$ cat src/rtl/ccip_rd_arbiter.sv
// Round-robin arbiter for NUM_REQ read requesters onto the CCI-P c0 channel,
// with per-requester outstanding-read tracking, response routing and drain.
module ccip_rd_arbiter #(
    parameter int unsigned NUM_REQ   = 4,
    parameter int unsigned MAX_OUTST = 64,
    parameter int unsigned ADDR_W    = 42
) (
    input  logic                                      pClk,
    input  logic                                      pck_cp2af_softReset,
    input  logic [NUM_REQ-1:0]                        req_valid,
    input  logic [NUM_REQ*ADDR_W-1:0]                 req_addr,
    input  logic [NUM_REQ*(16-$clog2(NUM_REQ))-1:0]   req_tag,
    output logic [NUM_REQ-1:0]                        req_ready,
    output logic                                      c0_tx_valid,
    output logic [ADDR_W-1:0]                         c0_tx_addr,
    output logic [15:0]                               c0_tx_mdata,
    input  logic                                      c0_tx_almfull,
    input  logic                                      c0_rx_rdvalid,
    input  logic [15:0]                               c0_rx_mdata,
    input  logic [511:0]                              c0_rx_data,
    output logic [NUM_REQ-1:0]                        rsp_valid,
    output logic [15-$clog2(NUM_REQ):0]               rsp_tag,
    output logic [511:0]                              rsp_data,
    input  logic                                      drain_req,
    output logic                                      drain_done,
    output logic                                      err_underflow
);

    localparam int unsigned ID_W  = $clog2(NUM_REQ);
    localparam int unsigned TAG_W = 16 - ID_W;
    localparam int unsigned CNT_W = $clog2(MAX_OUTST + 1);

    typedef enum logic {
        RUN   = 1'b0,
        DRAIN = 1'b1
    } state_t;

    state_t                        state;
    logic [ID_W-1:0]               rr_ptr;
    logic [NUM_REQ-1:0][CNT_W-1:0] outst;
    logic [NUM_REQ-1:0]            eligible;
    logic [NUM_REQ-1:0]            inc;
    logic [NUM_REQ-1:0]            hit;
    logic [ID_W-1:0]               cand;
    logic [ID_W-1:0]               gnt_id;
    logic                          grant;
    logic [ID_W-1:0]               rx_id;

    assign rx_id = c0_rx_mdata[ID_W-1:0];

    always_comb begin
        eligible = '0;
        inc      = '0;
        hit      = '0;
        for (int i = 0; i < NUM_REQ; i++) begin
            eligible[i] = req_valid[i] && (outst[i] < CNT_W'(MAX_OUTST));
            inc[i]      = grant && (gnt_id == ID_W'(i));
            hit[i]      = c0_rx_rdvalid && (rx_id == ID_W'(i));
        end
    end

    // Walk from the farthest offset back to rr_ptr so the nearest eligible wins.
    always_comb begin
        grant  = 1'b0;
        gnt_id = '0;
        cand   = '0;
        for (int k = NUM_REQ - 1; k >= 0; k--) begin
            cand = rr_ptr + ID_W'(k);
            if (eligible[cand]) begin
                grant  = 1'b1;
                gnt_id = cand;
            end
        end
        if (pck_cp2af_softReset || (state != RUN) || c0_tx_almfull) begin
            grant = 1'b0;
        end
    end

    always_comb begin
        req_ready = '0;
        if (grant) begin
            req_ready[gnt_id] = 1'b1;
        end
    end

    assign drain_done = (state == DRAIN) && (outst == '0);

    always_ff @(posedge pClk) begin
        if (pck_cp2af_softReset) begin
            state         <= RUN;
            rr_ptr        <= '0;
            outst         <= '0;
            c0_tx_valid   <= 1'b0;
            c0_tx_addr    <= '0;
            c0_tx_mdata   <= '0;
            rsp_valid     <= '0;
            rsp_tag       <= '0;
            rsp_data      <= '0;
            err_underflow <= 1'b0;
        end else begin
            state       <= drain_req ? DRAIN : RUN;
            c0_tx_valid <= grant;
            if (grant) begin
                rr_ptr      <= gnt_id + ID_W'(1);
                c0_tx_addr  <= req_addr[gnt_id*ADDR_W +: ADDR_W];
                c0_tx_mdata <= {req_tag[gnt_id*TAG_W +: TAG_W], gnt_id};
            end
            rsp_valid <= '0;
            if (c0_rx_rdvalid) begin
                rsp_valid[rx_id] <= 1'b1;
                rsp_tag          <= c0_rx_mdata[15:ID_W];
                rsp_data         <= c0_rx_data;
                if (outst[rx_id] == '0) begin
                    err_underflow <= 1'b1;
                end
            end
            // Grant and response to the same requester cancel out.
            for (int i = 0; i < NUM_REQ; i++) begin
                if (inc[i] && !hit[i]) begin
                    outst[i] <= outst[i] + CNT_W'(1);
                end else if (hit[i] && !inc[i] && (outst[i] != '0)) begin
                    outst[i] <= outst[i] - CNT_W'(1);
                end
            end
        end
    end

endmodule

$ cat config.mk
export PLATFORM = sky130hd
export DESIGN_NAME = ccip_rd_arbiter
export DESIGN_NICKNAME = d
export VERILOG_FILES = /design/src/rtl/ccip_rd_arbiter.sv
export SDC_FILE = /design/constraint.sdc
export NUM_CORES = 1
export LEC_CHECK = 0
export CORE_AREA = 2 2 521 523
export DETAILED_ROUTE_END_ITERATION = 10
export DIE_AREA = 0 0 523 525
export SYNTH_ARGS = -nofsm -noshare
export SYNTH_HDL_FRONTEND = slang
export SYNTH_SLANG_ARGS = --single-unit
$ cat constraint.sdc
create_clock -name pClk -period 5.7 [get_ports pClk]
set_input_delay 1.14 -clock pClk [delete_from_list [all_inputs] [get_ports pClk]]
set_output_delay 1.14 -clock pClk [all_outputs]
set_load 0.05 [all_outputs]
After elaboration in Yosys (flattened, before gate mapping)
Index checks and enable logic that the tools add are counted.
{"block": "classes", "bitwise": 1, "eq_ne": 6, "addsub": 12, "shifts": 2, "n_reduce_logical": 51, "n_mul": 2, "order_cmp": 12, "n_mux": 33}
{"cell": "indexed part select 168 x 9 -> 42 bit", "n": 1}
{"cell": "two-way mux 7 bit", "n": 9}
{"cell": "indexed part select 56 x 7 -> 14 bit", "n": 1}
{"cell": "adder 7 x 1 -> 7 bit (second input constant)", "n": 4}
{"cell": "logical NOT 28 bit", "n": 1}
{"cell": "less-than comparator 7 bit (second input constant)", "n": 4}
{"cell": "nonzero test 7 bit", "n": 4}
{"cell": "subtractor 7 x 1 -> 7 bit (second input constant)", "n": 4}
{"cell": "logical AND 1 bit", "n": 27}
{"cell": "less-than comparator 2 x 3 -> 1 bit (second input constant)", "n": 6}
{"cell": "binary-select mux 7 bit (select 2 bit)", "n": 1}
{"cell": "two-way mux 1 bit", "n": 12}
{"cell": "binary-select mux 1 bit (select 2 bit)", "n": 4}
{"cell": "== test 2 bit (second input constant)", "n": 4}
{"cell": "logical NOT 1 bit", "n": 8}
{"cell": "two-way mux 2 bit", "n": 4}
{"cell": "nonzero test 2 bit", "n": 4}
{"cell": "logical NOT 7 bit", "n": 1}
{"cell": "multiplier 2 x 5 -> 7 bit (second input constant)", "n": 1}
{"cell": "multiplier 2 x 3 -> 5 bit (second input constant)", "n": 1}
{"cell": "adder 2 x 1 -> 2 bit (second input constant)", "n": 2}
{"cell": "adder 2 bit (second input constant)", "n": 2}
{"cell": "demux 1 bit (select 2 bit)", "n": 2}
{"cell": "== test 2 x 1 -> 1 bit (second input constant)", "n": 2}
{"cell": "other kinds (7)", "n": 10}
{"block": "word_totals", "word_cells": 132, "out_inout_bits": 595, "in_bits": 761, "regBits": 621}

Longest topological paths before layout
Gate-level depths: netlist of the first run.
{"block": "depth", "depth_word": 15, "depth_mapped": 14, "ltp_nobuf": 13}

Least setup slack after synthesis of the first run
OpenSTA, ideal clock, no wires.
{"block": "synth_timing", "path_type": "input to register", "start": "input req_valid[2]", "end": "register outst[20] in the netlist's numbering", "setup_slack_ps": 1352, "stages": 13, "t_required_ps": 5579, "n_path_buf": 1, "t_arrival_ps": 4228, "path_cell_list": "nor2b_1 -> a311oi_1 -> nor2_1 -> and4_1 -> clkbuf_1 -> inv_1 -> fa_1 -> a21o_1 -> a21oi_1 -> o21bai_1 -> a21oi_1 -> mux2i_1 -> mux2_2"}
{"block": "synth_via", "elab_chain_len": 13, "word_cells_on_any_way": 26, "cone_classes": "eq/ne: 1; mux: 18; reduce/logical: 7"}
{"element": "from (decl)", "line": "10", "source": "input logic [NUM_REQ-1:0] req_valid,"}
{"element": "logical AND 1 bit (*)", "line": "56", "source": "eligible[i] = req_valid[i] && (outst[i] < CNT_W'(MAX_OUTST));"}
{"element": "binary-select mux 1 bit (select 2 bit)", "line": "69", "source": "if (eligible[cand]) begin"}
{"element": "two-way mux 1 bit (implied by the code)", "line": "69"}
{"element": "two-way mux 2 bit or two-way mux 1 bit (tied branches) (4 in a row)", "line": "69"}
{"element": "== test 2 bit or two-way mux 1 bit (tied branches)", "line": "57, 74"}
{"element": "logical AND 1 bit (*)", "line": "57", "source": "inc[i] = grant && (gnt_id == ID_W'(i));"}
{"element": "logical NOT 1 bit", "line": "121", "source": "end else if (hit[i] && !inc[i] && (outst[i] != '0)) begin"}
{"element": "logical AND 1 bit (2 in a row)", "line": "121"}
{"element": "nonzero test 2 bit (no source line)"}
{"element": "to (signal, indexed assignment)", "line": "120", "source": "outst[i] <= outst[i] + CNT_W'(1);"}
{"element": "to (signal, indexed assignment)", "line": "122", "source": "outst[i] <= outst[i] - CNT_W'(1);"}
{"element": "to (decl)", "line": "40", "source": "logic [NUM_REQ-1:0][CNT_W-1:0] outst;"}
Mark *: on every way between the ends. The rest lies on a longest branch, timed or not. The select of a mux whose other input is x is not followed.
A chain may end at the register's enable or synchronous reset.

Worst setup path in the final report of the first run
{"block": "layout_timing", "start": "register outst[17] in the netlist's numbering", "end": "output drain_done"}
{"block": "layout_via", "elab_chain_len": 2}
{"element": "logical NOT 28 bit", "line": "86", "source": "assign drain_done = (state == DRAIN) && (outst == '0);"}
{"element": "logical AND 1 bit", "line": "86"}
{"element": "to (decl)", "line": "25", "source": "output logic drain_done,"}
No other way between the ends.

==> run summary, run 1 <==
Setup repair after global routing left no endpoint under its margin. The power after layout is 15.1 mW. The worst slew margin relative to its limit is 20.9%. After synthesis, the share of cell area in mux cells is 22.2%. The power density over cell area came out at 334 nW/um^2.

The final critical path time including I/O delays and setup is 4.72 ns. Entering global routing, the biggest net connects 174 pins. The final count of negative-setup-slack endpoints came out at 0. Row generation in the floorplan step produced 191 rows.

The run finished with clean final reports. By startpoint and endpoint, the worst setup path is classified as reg2out. The top layer reached by signal wires is met5. The wire length reported by the detailed router came out at 226 mm. Cells with a size suffix above 1 make up 6.25% of the layout. The buffer type at the clock tree root is sky130_fd_sc_hd__clkbuf_16. The H-tree generated during clock tree synthesis spans 3 levels.

TritonCTS built the clock tree. On the final layout, the worst clock skew is 0.0628 ns. The count of hold-fix buffers inserted at cts came out at 0. The die extent in y came out at 525 um.

Wire segments on met3 add up to 32.4 mm in the final route. In the routed layout, each cell is associated on average with a via count of 3.28. In the synthesized netlist the dominant register cell turns out to be sky130_fd_sc_hd__dfxtp_1. By area, the combinational part of the netlist is dominated by multiplexers.

The number of global-route vias before repair came out at 24600. The buffer levels on the longest clock path came out at 4. The wire length per cell came out at 30.2 um. Static timing analysis puts the maximum clock frequency at 0.212 GHz. The effective utilization at floorplan came out at 8.95%.

A synthesized cell averages 9.64 sq um. The die is 523 um wide. The final-report max-slew violation count came out at 0.

The setup total negative slack came out at 0 ns. sky130_fd_sc_hd__dfxtp_1 is the most common cell in the netlist. The floorplan step defined a core boundary enclosing 269000 sq um. The number of nets in the finished design is 4629. The share of the yosys chip area belonging to registers came out at 51.6%. The post-synth design cell area is 24100 sq um. The maximum ir drop on the vdd rail came out at 197 uV. The number of hold violations in the final report is 0. The synthesized net count is 3289.

The met2 layer wire length in the routed design is 94.8 mm. The total routing usage reported by global routing came out at 15.8%. Clock-pin slew was measured on the worst setup and hold paths at 0.06 ns. The simple-gate share of the synthesized area came out at 14.3%.

The slew at the pin closest to its max-slew limit came out at 1.19 ns. The type of destination of the critical path is an output pin. Input and output buffers added on the ports amount to 1355. The number of instances in the synthesized netlist came out at 2500. The fraction of the mapped netlist area in adder cells came out at 1.58%. For the worst setup path, the data arrival time is 3.58 ns. After the first detailed-routing iteration, the DRC count stood at 1295. The share of the synthesized area in compound gates (AO/OA/AOI/OAI) is 6.81%. The routed length on met1 is 93.2 mm. The number of different library cells in the post-synthesis netlist came out at 57. The number of warnings issued by yosys is 0.

The wire length of the first global-routing pass is 280 mm. The later pin in the worst-skew pair is clocked with a latency of 0.83 ns. The initial antenna violation count is 118.

The fraction of registers with async set or reset after synthesis is 0%. The number of search-and-repair iterations in the first detailed-routing pass came out at 5. In this run the worst path has a maximum fanout of 4. The worst hold path belongs to the class reg2reg. The most area-hungry cell type in the Yosys netlist is sky130_fd_sc_hd__dfxtp_1. The clock sink total is 621. Across the run, the number of max-cap violations was 0. The number of routed nets with antenna violations came out at 0. STA classifies the critical path startpoint as a flip-flop. The detailed-placement wirelength estimate came out at 193 mm. The worst path required time came out at 4.56 ns.

By count the netlist is led by 621 x sky130_fd_sc_hd__dfxtp_1, 553 x sky130_fd_sc_hd__nor2_1, 530 x sky130_fd_sc_hd__mux2i_1. The number of remaining DRC errors is 0. After Yosys synthesis, XOR and XNOR cells account for 0.581% of the synthesized area. By area the synthesized netlist is led by sky130_fd_sc_hd__dfxtp_1 52%, sky130_fd_sc_hd__mux2i_1 22%, sky130_fd_sc_hd__nor2_1 8.6%. The area growth from synthesis to layout is 88.0%. The final core area utilization came out at 16.8%. The detailed-route via count is 24600. The placer's final routability congestion estimate came out at 0.927. The number of setup buffers added after CTS is 0. The sum of overflow across all layers after global routing came out at 0. The I/O pin count is 1356. The top-area cell type share of the netlist area came out at 51.6%. The analysis attributes to cell leakage a power of 18.2 nW. The number of enable flip-flop cells after synthesis came out at 0. The count of instances resized after the clock tree is built came out at 0.

The final period utilization came out at 82.9%. The floorplan step defined a die boundary enclosing 275000 sq um. Clock tree synthesis inserted a total of 93 buffers. The flip-flop and latch count after synthesis is 621.
==> routing by layer <==
layer	vias up	GRT usage (%)
met5	-	0
met4	34	3.76
met3	342	9.31
met2	1329	23.7
met1	11700	19.1
li1	11200	-
==> kinds of logic (layout without fill, tap and decap cells) <==
group,after synthesis,count (layout)
AOI/OAI and AO/OA,255,255
xor gates and xnor gates,16,16
adders and majority gates,28,28
buffers and inverters,183,1587
DFF,621,621
muxes,534,534
other,0,23
and+or+nand+nor,863,863
==> cell type report <==
type | instances | area, sq um
antenna | 23 | 57.6
clock buffer | 116 | 2550
clock inverter | 43 | 636
fill | 29900 | 224000
inverter | 13 | 48.8
multi-input combinational | 1696 | 11000
sequential | 621 | 12400
tap | 3570 | 4470
timing repair buffer | 1415 | 14100
==> metrics by stage <==
step / cell area, sq um / setup slack (ns) / instances / hold WS, ns
floorplan: 24100 / 1.35 / 2500 / 0.456
global placement: 42000 / 0.488 / 7314 / 0.438
detailed placement: 42100 / 0.544 / 7315 / 0.446
CTS: 45300 / 0.703 / 7474 / 0.454
global route: 45300 / 0.738 / 7482 / 0.473
finish: 45300 / 0.977 / 7497 / 0.454
==> worst paths after layout <==
check            startpoint        endpoint  slack [ns]  depth (start not counted)
max reg2reg        outst[6]       outst[27]        1.88                         12
min          c0_tx_mdata[1]  c0_tx_mdata[1]        0.45                          2
min reg2reg  c0_tx_mdata[1]  c0_tx_mdata[1]        0.45                          2
max               outst[17]      drain_done        0.98                          4
==> flip-flops by register name (all words and copies together), names as in the netlist <==
name and count:
err_underflow 1, rsp_data 512, outst 28, rsp_tag 14, c0_tx_addr 42, rsp_valid 4, c0_tx_mdata 16, state 1
rr_ptr 2, c0_tx_valid 1
==> power breakdown <==
group	switching (mW)	total (mW)	internal, mW	leakage (nW)
Combinational	2.52	3.97	1.45	11.5
Sequential	0.252	4.91	4.66	5.12
Clock	2.47	6.26	3.80	1.55
Total	5.24	15.1	9.91	18.2
==> cell usage in the layout, fill, tap and decap left out, types with 15 or more instances in the layout <==
| cell | instances |
|---|---|
| sky130_fd_sc_hd__ha_1 | 24 |
| sky130_fd_sc_hd__a211o_1 | 59 |
| sky130_fd_sc_hd__buf_4 | 59 |
| sky130_fd_sc_hd__nand2_1 | 237 |
| sky130_fd_sc_hd__diode_2 | 23 |
| sky130_fd_sc_hd__mux2i_1 | 530 |
| sky130_fd_sc_hd__o21ai_0 | 17 |
| sky130_fd_sc_hd__a21oi_1 | 144 |
| sky130_fd_sc_hd__dfxtp_1 | 621 |
| sky130_fd_sc_hd__nor2_1 | 552 |
| sky130_fd_sc_hd__clkbuf_16 | 94 |
| sky130_fd_sc_hd__nor3_1 | 15 |
| sky130_fd_sc_hd__clkdlybuf4s50_1 | 1346 |
==> worst max-delay path, stage by stage, from the launching register on <==
cell                              delay [ns]
sky130_fd_sc_hd__dfxtp_1                0.36
sky130_fd_sc_hd__or4_1                  0.52
sky130_fd_sc_hd__nor4_1                 0.64
sky130_fd_sc_hd__and4_1                 0.42
sky130_fd_sc_hd__clkdlybuf4s50_1        0.85
(Power assumes the default switching activity.)
==> run 2, diff against run 1 <==
==> constraint.sdc (replaced) <==
create_clock -name pClk -period 4.7 [get_ports pClk]
set_input_delay 0.94 -clock pClk [delete_from_list [all_inputs] [get_ports pClk]]
set_output_delay 0.94 -clock pClk [all_outputs]
set_load 0.05 [all_outputs]
==> run summary, run 2 (same netlist as run 1, synthesis figures left out) <==
The placer's final routability congestion estimate came out at 0.914 (was 0.927). The detailed-placement wirelength estimate is 194 mm (was 193 mm). The clock insertion delay at the later pin of the skew report came out at 0.79 ns (was 0.83 ns). The final period utilization came out at 87.5%. The count of instances resized after the clock tree is built is 0 (unchanged). Regs by FF count: rsp_data x512, c0_tx_addr x42, outst x28 (unchanged).

The clock sink total is 621 (unchanged). The number of flip-flops under the largest register name came out at 512 (unchanged). The fraction of layout cells with a size suffix above 1 is 6.64% (was 6.25%). The number of cells on the worst reg-to-reg path is 12 (unchanged). The internal reg-to-reg setup slack came out at 1.07 ns (was 1.88 ns).

The kind of start point of the critical path is a flip-flop (unchanged). The number of buffer cells added on primary ports is 1355 (unchanged). The setup total negative slack is 0 ns (unchanged). The number of nets in the finished design is 4648 (was 4629). The maximum ir drop on the vdd rail came to 265 uV (was 197 uV).

The wire length reported by the detailed router came to 225 mm (was 226 mm). The iteration-0 DRC count of the detailed router is 1166 (was 1295). The number of global-route vias before repair was 24600 (about the same). The clock slew seen by the registers of the worst setup and hold paths is 0.06 ns (about the same). The via count normalized by instance count came out at 3.28 (about the same). The number of routed nets with antenna violations is 0 (unchanged).

The I/O pin count is 1356 (unchanged). The total routing usage reported by global routing came to 15.8% (about the same). The die extent in y came out at 525 um (unchanged). The floorplan die area is 275000 sq um (unchanged). The worst clock skew on the final layout came out at 0.0262 ns (was 0.0628 ns). The number of max-capacitance violations reported is 0 (unchanged). The slew at the pin closest to its max-slew limit came out at 1.17 ns (was 1.19 ns). Top library cells by usage in the layout, fill and taps aside: 1346 x sky130_fd_sc_hd__clkdlybuf4s50_1, 621 x sky130_fd_sc_hd__dfxtp_1, 552 x sky130_fd_sc_hd__nor2_1, 530 x sky130_fd_sc_hd__mux2i_1, 237 x sky130_fd_sc_hd__nand2_1 (unchanged). The endpoint arrival time on the critical path came out at 3.17 ns (was 3.58 ns). The highest net fanout along the worst path came out at 4 (unchanged). The most common library cell in the layout ignoring fill and taps was sky130_fd_sc_hd__clkdlybuf4s50_1 (unchanged). Status: completed (unchanged). The effective utilization at floorplan came out at 8.95% (unchanged). The clock tree from TritonCTS is done (unchanged). The standby leakage power is 18.3 nW (was 18.2 nW).

Unrepaired setup endpoints after global routing: false (unchanged). The number of hold violations in the final report came out at 0 (unchanged). The sum of overflow across all layers after global routing came to 0 (unchanged). The path type of the worst min-delay path was reg2reg (unchanged).

The initial antenna violation count came to 187 (was 118). The worst slew margin relative to its limit came to 21.9% (was 20.9%). For this run, the top clock speed supported by timing is 0.243 GHz. The width of the chip is 523 um (unchanged). The number of search-and-repair iterations in the first detailed-routing pass came to 5 (unchanged). The deepest level of the CTS H-tree is 3 (unchanged). The number of buffers inserted during clock tree synthesis came out at 95 (was 93).

The buffer levels on the longest clock path is 4 (unchanged). The final core area utilization was 16.9% (was 16.8%). The final count of negative-setup-slack endpoints came out at 0 (unchanged). The number of setup buffers added after CTS came out at 0 (unchanged).

The number of filler instances in the final layout came out at 29900 (about the same). The final-report max-slew violation count came out at 0 (unchanged). The worst path needs 4.11 ns of the cycle, external delays included. The count of hold-fix buffers inserted at cts came out at 0 (unchanged).

The wire length per cell came out at 29.9 um (was 30.2 um). The buffer type at the clock tree root was sky130_fd_sc_hd__clkbuf_16 (unchanged). The number of remaining DRC errors is 0 (unchanged).

The wire length of the first global-routing pass is 278 mm (was 280 mm). The largest net degree at the start of global routing came out at 172 (was 174). The detailed-route via count came out at 24700 (was 24600).

The area growth from synthesis to layout came to 88.9% (was 88.0%). The core region area was 269000 sq um (unchanged). The register with the most flip-flops is rsp_data (unchanged).

The worst setup path category is reg2out (unchanged). The worst path required time is 3.76 ns (was 4.56 ns). The type of destination of the critical path is an output pin (unchanged).

The power density over cell area is 402 nW/um^2 (was 334 nW/um^2). The total number of placement rows is 191 (unchanged). The hold path depth is 2 (unchanged).
run 2: cell types whose count changed in the layout (fill, tap and decap cells not counted), moves of 3 or more:
cell	delta
sky130_fd_sc_hd__clkinv_2	-3
sky130_fd_sc_hd__buf_12	+4
sky130_fd_sc_hd__inv_6	+4
sky130_fd_sc_hd__bufinv_16	-3
sky130_fd_sc_hd__diode_2	+13
sky130_fd_sc_hd__clkbuf_1	+6
sky130_fd_sc_hd__buf_4	+14
sky130_fd_sc_hd__clkbuf_8	+5
run 2: layout make-up:
| type | count | area (sq um) | area share, % |
|---|---|---|---|
| antenna | 36 | 90.1 | 0.198 |
| clock buffer | 128 | 2670 | 5.87 |
| clock inverter | 39 | 554 | 1.22 |
| inverter | 13 | 48.8 | 0.107 |
| multi-input combinational | 1696 | 11000 | 24.2 |
| sequential | 621 | 12400 | 27.3 |
| tap | 3570 | 4470 | 9.81 |
| timing repair buffer | 1432 | 14300 | 31.3 |
run 2: path summary, 6_finish.rpt:
check,from,to
worst max-delay path,outst[17],drain_done
worst min-delay path,c0_tx_mdata[1],c0_tx_mdata[1]
worst max register to register,outst[6],outst[27]
worst min register to register,c0_tx_mdata[1],c0_tx_mdata[1]
run 2: through the flow:
stage | setup slack, ns | std cells | area [sq um] | power (mW) | hold slack, ns
after global routing | 0.374 | 7512 | 45500 | 19.1 | 0.475
after detailed placement | 0.0481 | 7332 | 42200 | 10.9 | 0.451
after CTS | 0.485 | 7499 | 45400 | 18.7 | 0.459
after floorplan | 0.552 | 2500 | 24100 | 8.35 | 0.456
final | 0.588 | 7535 | 45500 | 18.3 | 0.465
after global placement | 0.0497 | 7332 | 42200 | 10.9 | 0.436
run 2: power breakdown:
| part | leakage (nW) | internal [mW] | switching (mW) | total, mW |
|---|---|---|---|---|
| clock network | 1.56 | 4.58 | 3.02 | 7.60 |
| logic | 11.6 | 1.78 | 2.99 | 4.77 |
| registers | 5.12 | 5.65 | 0.275 | 5.92 |
run 2: per-layer routing:
layer	up-vias	wire [um]	global-route usage, %
met5	-	643	0
met3	435	39600	12.0
li1	11200	-	-
met4	96	6310	4.10
met1	11600	85500	17.5
met2	1337	93400	23.5
run 2: critical path: stages (launching register included):
cell and delay (ns):
sky130_fd_sc_hd__dfxtp_1 0.35, sky130_fd_sc_hd__or4_1 0.52, sky130_fd_sc_hd__nor4_1 0.19, sky130_fd_sc_hd__buf_4 0.19
sky130_fd_sc_hd__and4_1 0.30, sky130_fd_sc_hd__clkdlybuf4s50_1 0.84
==> run 3, diff against run 2 <==
--- a/config.mk
+++ b/config.mk
@@ -5,9 +5,9 @@
 export SDC_FILE = /design/constraint.sdc
 export NUM_CORES = 1
 export LEC_CHECK = 0
-export CORE_AREA = 2 2 521 523
+export CORE_AREA = 8 8 527 529
 export DETAILED_ROUTE_END_ITERATION = 10
-export DIE_AREA = 0 0 523 525
+export DIE_AREA = 0 0 535 537
 export SYNTH_ARGS = -nofsm -noshare
 export SYNTH_HDL_FRONTEND = slang
 export SYNTH_SLANG_ARGS = --single-unit
==> run summary, run 3 (same netlist as run 1, synthesis figures left out) <==
Status: completed (unchanged). The clock slew seen by the registers of the worst setup and hold paths came out at 0.05 ns (was 0.06 ns). Unrepaired setup endpoints after global routing: false (unchanged). The number of max-capacitance violations reported came out at 0 (unchanged).

The number of nets in the finished design is 4637 (was 4648). The largest net degree at the start of global routing came to 178 (was 172). The number of global-route vias before repair came out at 25000 (was 24600). The final worst slack came out at 0.282 ns (was 0.588 ns). The number of cells on the worst reg-to-reg path is 12 (unchanged). The worst-case setup slack after placement came to 0.0936 ns (was 0.0481 ns). The detailed-placement wirelength estimate is 195 mm (was 194 mm). The via count normalized by instance count is 3.30 (was 3.28). The slew at the pin closest to its max-slew limit is 1.23 ns (was 1.17 ns). The power density over cell area came to 396 nW/um^2 (was 402 nW/um^2). The iteration-0 DRC count of the detailed router is 1441 (was 1166). The number of routed nets with antenna violations came out at 0 (unchanged). The detailed-route via count is 24800 (was 24700). Top library cells by usage in the layout, fill and taps aside: 1349 x sky130_fd_sc_hd__clkdlybuf4s50_1, 621 x sky130_fd_sc_hd__dfxtp_1, 552 x sky130_fd_sc_hd__nor2_1, 530 x sky130_fd_sc_hd__mux2i_1, 237 x sky130_fd_sc_hd__nand2_1 (was 1346 x sky130_fd_sc_hd__clkdlybuf4s50_1, 621 x sky130_fd_sc_hd__dfxtp_1, 552 x sky130_fd_sc_hd__nor2_1, 530 x sky130_fd_sc_hd__mux2i_1, 237 x sky130_fd_sc_hd__nand2_1). The final period utilization is 94.0% (was 87.5%). The buffer levels on the longest clock path was 4 (unchanged). The worst hold endpoint was c0_tx_mdata[1] (unchanged).

The dominant delay contributor by cell family on the critical path was simple AND/OR/NAND/NOR gates (was buffers and inverters). The worst clock skew on the final layout came to 0.0172 ns (was 0.0262 ns). The wire length reported by the detailed router came out at 226 mm (was 225 mm). The die extent in y was 537 um (was 525 um). The total routing usage reported by global routing came to 14.9% (was 15.8%).

Regs by FF count: rsp_data x512, c0_tx_addr x42, outst x28 (unchanged). The maximum clock rate came out at 0.226 GHz (was 0.243 GHz). The start of the worst register-to-register path was outst[6] (unchanged). The core region area is 269000 sq um (unchanged). The number of remaining DRC errors came to 0 (unchanged). The register with the most flip-flops was rsp_data (unchanged). The total number of placement rows is 191 (unchanged).

The clock insertion delay at the later pin of the skew report is 0.79 ns (about the same). The final core area utilization came to 16.9% (about the same). The most common library cell in the layout ignoring fill and taps is sky130_fd_sc_hd__clkdlybuf4s50_1 (unchanged). The final critical path time including I/O delays and setup is 4.42 ns (was 4.11 ns). The clock tree from TritonCTS was done (unchanged).

The sum of overflow across all layers after global routing came out at 0 (unchanged). The wire length per cell came out at 30.0 um (was 29.9 um). The effective utilization at floorplan was 8.95% (unchanged). The width of the chip is 535 um (was 523 um). The worst path required time is 3.76 ns (about the same). The maximum ir drop on the vdd rail is 263 uV (was 265 uV). The final-report max-slew violation count came to 0 (unchanged).

The number of flip-flops under the largest register name came out at 512 (unchanged). The launch instance of the worst min-delay path is c0_tx_mdata[1] (unchanged). The endpoint arrival time on the critical path came to 3.48 ns (was 3.17 ns).

The area growth from synthesis to layout was 88.3% (was 88.9%). The kind of start point of the critical path is a flip-flop (unchanged). The number of setup buffers added after CTS came out at 0 (unchanged).

The count of instances resized after the clock tree is built came out at 0 (unchanged). The setup total negative slack is 0 ns (unchanged). The clock sink total came out at 621 (unchanged). The cell with the largest stage delay on the worst path is sky130_fd_sc_hd__clkdlybuf4s50_1 (unchanged). The hold path depth is 2 (unchanged). The path type of the worst min-delay path is reg2reg (unchanged). The count of hold-fix buffers inserted at cts is 0 (unchanged). The initial antenna violation count was 203 (was 187).

The number of buffer cells added on primary ports is 1355 (unchanged). The number of buffers inserted during clock tree synthesis was 94 (was 95). The floorplan die area is 287000 sq um (was 275000 sq um). The number of search-and-repair iterations in the first detailed-routing pass is 4 (was 5). The highest net fanout along the worst path is 3 (was 4). The placer's final routability congestion estimate was 0.944 (was 0.914). The final count of negative-setup-slack endpoints is 0 (unchanged). The critical path buffer and inverter count is 1 (was 2).

The type of destination of the critical path is an output pin (unchanged). The worst slew margin relative to its limit was 18.3% (was 21.9%). The worst setup path category is reg2out (unchanged).

The number of hold violations in the final report is 0 (unchanged). The final worst hold slack is 0.450 ns (was 0.465 ns). The internal reg-to-reg setup slack is 1.13 ns (was 1.07 ns). Cell breakdown of the critical path: or4_1 > nor4_1 > and4_1 > clkdlybuf4s50_1 (was or4_1 > nor4_1 > buf_4 > and4_1 > clkdlybuf4s50_1). The fraction of layout cells with a size suffix above 1 came to 6.28% (was 6.64%). The buffer type at the clock tree root is sky130_fd_sc_hd__clkbuf_16 (unchanged). The endpoint of the lowest-slack register-to-register path was outst[27] (unchanged). The wire length of the first global-routing pass was 280 mm (was 278 mm).

The I/O pin count is 1356 (unchanged). The deepest level of the CTS H-tree came out at 3 (unchanged). The standby leakage power came to 18.2 nW (was 18.3 nW).

The peak per-stage delay on the critical path is 0.94 ns (was 0.84 ns).
run 3: cell types whose count changed in the layout (fill, tap and decap cells not counted), moves of 2 or more:
cell,change
sky130_fd_sc_hd__clkinv_2,+3
sky130_fd_sc_hd__clkbuf_8,-3
sky130_fd_sc_hd__clkdlybuf4s50_1,+3
sky130_fd_sc_hd__inv_6,-2
sky130_fd_sc_hd__buf_4,-13
sky130_fd_sc_hd__diode_2,+3
run 3: where the power goes:
part / switching, mW / internal (mW)
clock network: 2.89 / 4.48
registers: 0.263 / 5.65
logic: 2.94 / 1.75
run 3: worst max-delay path by stage:
stage,end,slack (ns),cells past startpoint,startpoint
after detailed placement,outst[6],0.09,13,req_valid[0]
after CTS,drain_done,0.15,4,outst[16]
final,drain_done,0.28,4,outst[16]
after global routing,drain_done,0.15,4,outst[17]
after global placement,outst[27],-0.03,13,req_valid[3]
after floorplan,outst[20],0.55,13,req_valid[2]
run 3: layout make-up:
| type | instances | area, sq um |
|---|---|---|
| Fill cell | 29800 | 224000 |
| Sequential cell | 621 | 12400 |
| Multi-Input combinational cell | 1696 | 11000 |
| Clock buffer | 123 | 2600 |
| Tap cell | 3570 | 4470 |
| Antenna cell | 39 | 97.6 |
| Clock inverter | 40 | 531 |
| Inverter | 13 | 48.8 |
| Timing Repair Buffer | 1422 | 14200 |
run 3: routing by layer:
metal | track usage, % | wire [um] | vias to the layer above
li1 | - | - | 11200
met2 | 22.0 | 91300 | 1426
met4 | 3.73 | 6900 | 118
met1 | 16.1 | 84200 | 11600
met3 | 12.9 | 42900 | 482
met5 | 0 | 747 | -
run 3: metrics by stage:
stage                     std cells  area [sq um]  power [mW]
after floorplan                2500         24100        8.35
after global placement         7322         42200        10.8
after detailed placement       7322         42200        10.8
after CTS                      7485         45300        18.4
after global routing           7501         45300        18.8
final                          7524         45400        18.0
run 3: worst reg2reg max path, cell delays in order (launching register included):
cell and delay (ns):
sky130_fd_sc_hd__dfxtp_1 0.42, sky130_fd_sc_hd__and2b_1 0.24, sky130_fd_sc_hd__a211oi_1 0.54, sky130_fd_sc_hd__o21ai_4 0.20
sky130_fd_sc_hd__nor4_4 0.32, sky130_fd_sc_hd__inv_1 0.12, sky130_fd_sc_hd__fa_1 0.40, sky130_fd_sc_hd__a21o_1 0.18
sky130_fd_sc_hd__a21oi_1 0.23, sky130_fd_sc_hd__o21bai_1 0.09, sky130_fd_sc_hd__a21oi_1 0.18, sky130_fd_sc_hd__mux2i_1 0.21
sky130_fd_sc_hd__mux2_2 0.34
